$ cat src/rtl/adder_if.sv
// Operand/result bundle for the 32-bit lookahead adder.
// The master drives operands and carry-in; the slave returns sum and carry-out.
interface adder_if;
  logic [31:0] a_in;
  logic [31:0] b_in;
  logic        car_in;
  logic [31:0] result;
  logic        car_out;

  modport master (
    output a_in,
    output b_in,
    output car_in,
    input  result,
    input  car_out
  );

  modport slave (
    input  a_in,
    input  b_in,
    input  car_in,
    output result,
    output car_out
  );
endinterface

$ cat src/rtl/adder.sv
// Combinational 32-bit two-level carry-lookahead adder: eight 4-bit groups
// feed a second-level unit that computes every group carry in flat form.
module adder (
  input  logic   clk,
  input  logic   rst_n,
  adder_if.slave bus
);

  // Flat sum-of-products carry after n stages:
  // OR over j<n of g[j] & p[j+1..n-1], plus cin & p[0..n-1].
  function automatic logic cla_carry(
    input logic [7:0] g,
    input logic [7:0] p,
    input logic       cin,
    input int         n
  );
    logic c;
    logic t;
    c = 1'b0;
    for (int j = 0; j < 8; j++) begin
      if (j < n) begin
        t = g[j];
        for (int m = 0; m < 8; m++) begin
          if (m > j && m < n) t = t & p[m];
        end
        c = c | t;
      end
    end
    t = cin;
    for (int m = 0; m < 8; m++) begin
      if (m < n) t = t & p[m];
    end
    return c | t;
  endfunction

  logic [31:0] w_g;
  logic [31:0] w_p;
  logic [31:0] w_c;
  logic [7:0]  w_grp_g;
  logic [7:0]  w_grp_p;
  logic [8:0]  w_grp_c;
  logic        w_unused;

  // Clock and reset are present only for port uniformity.
  assign w_unused = clk & rst_n;

  assign w_g = bus.a_in & bus.b_in;
  assign w_p = bus.a_in ^ bus.b_in;

  genvar gi;
  genvar bi;
  generate
    for (gi = 0; gi < 8; gi++) begin : g_group
      assign w_grp_g[gi] = cla_carry({4'b0, w_g[4*gi +: 4]}, {4'b0, w_p[4*gi +: 4]}, 1'b0, 4);
      assign w_grp_p[gi] = &w_p[4*gi +: 4];
      for (bi = 0; bi < 4; bi++) begin : g_bit
        assign w_c[4*gi + bi] = cla_carry({4'b0, w_g[4*gi +: 4]}, {4'b0, w_p[4*gi +: 4]},
                                          w_grp_c[gi], bi);
      end
    end

    // Second level: carry into each group, and car_out as the ninth term.
    for (gi = 0; gi < 9; gi++) begin : g_top
      assign w_grp_c[gi] = cla_carry(w_grp_g, w_grp_p, bus.car_in, gi);
    end
  endgenerate

  assign bus.result  = w_p ^ w_c;
  assign bus.car_out = w_grp_c[8];

endmodule

$ cat src/flat_wrapper.sv
// flat-port wrapper written by rule: the top's interface ports become plain ports
module adder_flat 
  (clk, rst_n, bus_a_in, bus_b_in, bus_car_in, bus_result, bus_car_out);
  adder_if bus_i ();
  input  logic clk;
  input  logic rst_n;
  input wire logic [$bits(bus_i.a_in)-1:0] bus_a_in;
  input wire logic [$bits(bus_i.b_in)-1:0] bus_b_in;
  input wire logic [$bits(bus_i.car_in)-1:0] bus_car_in;
  output wire logic [$bits(bus_i.result)-1:0] bus_result;
  output wire logic [$bits(bus_i.car_out)-1:0] bus_car_out;
  assign bus_i.a_in = bus_a_in;
  assign bus_i.b_in = bus_b_in;
  assign bus_i.car_in = bus_car_in;
  assign bus_result = bus_i.result;
  assign bus_car_out = bus_i.car_out;
  adder u_core (.clk(clk), .rst_n(rst_n), .bus(bus_i));
endmodule
$ cat config.mk
export PLATFORM = sky130hd
export DESIGN_NAME = adder_flat
export DESIGN_NICKNAME = d
export VERILOG_FILES = /design/src/rtl/adder_if.sv /design/src/rtl/adder.sv /design/src/flat_wrapper.sv
export SDC_FILE = /design/constraint.sdc
export NUM_CORES = 1
export LEC_CHECK = 0
export CELL_PAD_IN_SITES_DETAIL_PLACEMENT = 0
export CELL_PAD_IN_SITES_GLOBAL_PLACEMENT = 2
export CORE_UTILIZATION = 20
export DETAILED_ROUTE_END_ITERATION = 8
export GPL_TIMING_DRIVEN = 1
export PLACE_DENSITY_LB_ADDON = 0.1
export SETUP_SLACK_MARGIN = 0.15
export SLEW_MARGIN = 40
export SYNTH_ARGS = -nofsm -noshare
export SYNTH_HDL_FRONTEND = slang
export SYNTH_SLANG_ARGS = --single-unit
$ cat constraint.sdc
create_clock -name vclk -period 5
set_clock_uncertainty 0.2 [all_clocks]
set_input_delay 0.75 -clock vclk [all_inputs]
set_output_delay 0.75 -clock vclk [all_outputs]
set_load 0.02 [all_outputs]
==> qor.txt, run 1 <==
Crit path launch type -> input port
DR DRC count -> 0
CORE AREA -> 6830 µm²
Slew margin rel. -> 73.5%
Mapped Area -> 1420 µm²
Vias per cell -> 4.18
P&R area growth vs syn -> 89.5%
Die Width -> 86.3 µm
Die Area -> 7440 µm²
Final worst slack -> 0.326 ns
GPL Wtd Cong -> 0.686
Worst Tran Pin Value -> 0.395 ns
Leakage -> 1.21 nW
P per Cell Area -> 153 nW/µm²
FF/Latch Area -> 0 µm²
Vias in the first global route -> 1576
Port Buf Inserts -> 98
WL/cell -> 10.7 µm
Maximum VDD drop -> 0.0638 mV
Grt peak-use layer -> met2
# clk buffers -> 0
Final wirelength -> 4040 µm
Min Clock Period, post-route -> 4.67 ns
Antenna Violating Nets Remaining -> 0
Worst Path Max Fanout -> 4
Max Freq -> 214 MHz
Hold Buf Count CTS -> 0
Min-Delay Path Class -> input port to output pin
I/O pin total -> 100
WHS -> 2.18 ns
DP HPWL -> 3730 µm
Initial antenna violation count -> 0
Seq/Total Area, Yosys -> 0%
Met3 GRT Util -> 2.00%
Share of layout cells above drive strength 1 -> 9.89%
Total power -> 0.000413 W
Hold Fails Final Rpt -> 0
Syn avg cell area -> 8.55 µm²
Gr usage total -> 10.5%
Drt initial violations -> 22
Fill count -> 722
Setup tns final -> 0 ns
Synth cell types -> 30
Ant diodes -> 0
Syn. warnings -> 0
DRT Pass-1 Iters -> 4
First-pass GRT wire length -> 6650 µm
WP data required -> 4.05 ns
Die height -> 86.3 µm
Finish-stage setup viols -> 0
M1 GR Usage -> 14.1%
Max-Cap Viols -> 0
WS Path Type -> input port to output pin
Largest net degree at the start of global routing -> 5
Global route total overflow -> 0
Post-Syn Instances -> 166
Routed vias -> 1586
RSZ-0062 raised after global routing -> yes
Setup WS pre-CTS -> -0.0248 ns
Status -> finished, final reports clean
Post-synth net total -> 281
Nets -> 400
Initial core utilization -> 20.8%
Crit end category -> output pin
FFs & Latches -> 0
Final count of pins violating max slew -> 0
Period Utilization, post-route -> 93.5%
WP data arrival -> 3.72 ns
Met2 Usage GRT -> 18.6%
Setup Buffers After CTS -> 0
Rows -> 30
[stage by stage]
stage	area, µm²	instances	utilization [%]
2_1_floorplan	1420	166	-
3_3_place_gp	2660	379	39.0
3_5_place_dp	2660	379	39.0
4_1_cts	2660	379	38.9
5_1_grt	2690	379	39.4
6_report	2690	379	39.4
[cells in the mapped netlist]
cell	n	area, µm²
nand4_1	7	43.8
o22ai_4	1	20.0
a21boi_1	1	7.51
nand2b_1	1	6.26
o21ai_0	1	5.00
or2_2	1	6.26
a21boi_2	1	11.3
a21oi_1	9	45.0
and2_1	1	6.26
nor3_1	8	40.0
a21oi_2	1	8.76
xor2_1	7	61.3
o21a_1	17	128
a211o_1	1	8.76
a211oi_1	4	30.0
ha_1	40	500
or3_2	1	7.51
nor2_1	21	78.8
inv_1	7	26.3
nand3_1	2	10.0
fa_1	8	160
nand2_1	5	18.8
o21ai_1	3	15.0
o31ai_2	1	12.5
xnor2_1	9	78.8
nor3b_2	1	12.5
a21o_1	4	30.0
a2111oi_4	1	27.5
o22ai_1	1	6.26
o211ai_1	1	7.51
[layout by cell type (no fill, tap or decap), drive strengths merged, types with 5 or more instances in the layout]
cell / count
xnor2: 9
a21oi: 10
nand4: 7
fa: 8
nor3: 8
nor2: 21
inv: 7
nand2: 5
dlymetal6s2s: 8
clkdlybuf4s50: 83
buf: 19
xor2: 7
ha: 40
o21a: 17
[path summary, 6_finish.rpt]
kind | startpoint | to | slack, ns | cells past startpoint
max | bus_b_in[5] | bus_result[27] | 0.33 | 14
min | bus_a_in[24] | bus_result[24] | 2.18 | 3
[per-layer routing]
metal	vias up	wire length (µm)	share of wire, %
met5	-	0	0
met4	0	0	0
met3	0	351	8.7
met2	57	1830	45
met1	681	1860	46
li1	848	-	-
[where the power goes]
group          internal, W  leakage, nW  switching, W  total, W
combinational     0.000218         1.21      0.000195  0.000413
clock                    0            0             0         0
sequential               0            0             0         0
total             0.000218         1.21      0.000195  0.000413
[kinds of logic after synthesis]
group | count (synthesis) | synth area share, %
AOI/OAI and AO/OA | 47 | 25.6
xor gates and xnor gates | 16 | 9.87
adders and majority gates | 48 | 46.5
buffers and inverters | 7 | 1.85
and+or+nand+nor | 48 | 16.2
[repair_timing]
item | 4_1_cts | 5_1_grt
gates resized for setup | 8 | 13
pin swaps | 0 | 0
setup endpoints to repair | 9 | 12
[critical path, cell delays in order]
cell	delay, ns
clkdlybuf4s50_1	0.40
ha_1	0.31
a211o_1	0.31
a21oi_2	0.17
nor3b_4	0.23
o31ai_2	0.14
a21boi_2	0.17
o21ai_1	0.11
ha_1	0.20
o21a_1	0.18
o21a_1	0.18
nor2_1	0.11
xnor2_1	0.13
clkdlybuf4s15_1	0.32
[final cells by class]
| type | instances | area (µm²) | share of cell area, % |
|---|---|---|---|
| Tap cell | 96 | 120 | 4.46 |
| Multi-Input combinational cell | 159 | 1410 | 52.2 |
| Timing Repair Buffer | 117 | 1140 | 42.4 |
| Inverter | 7 | 26.3 | 0.976 |
Note: power is estimated with default switching activity, not from simulation.
==> run 2, diff against run 1 <==
REMOVE_ABC_BUFFERS = 1   (was unset)
==> results of run 2 <==
Final layout, timing and power as in run 1 (identical DEF).
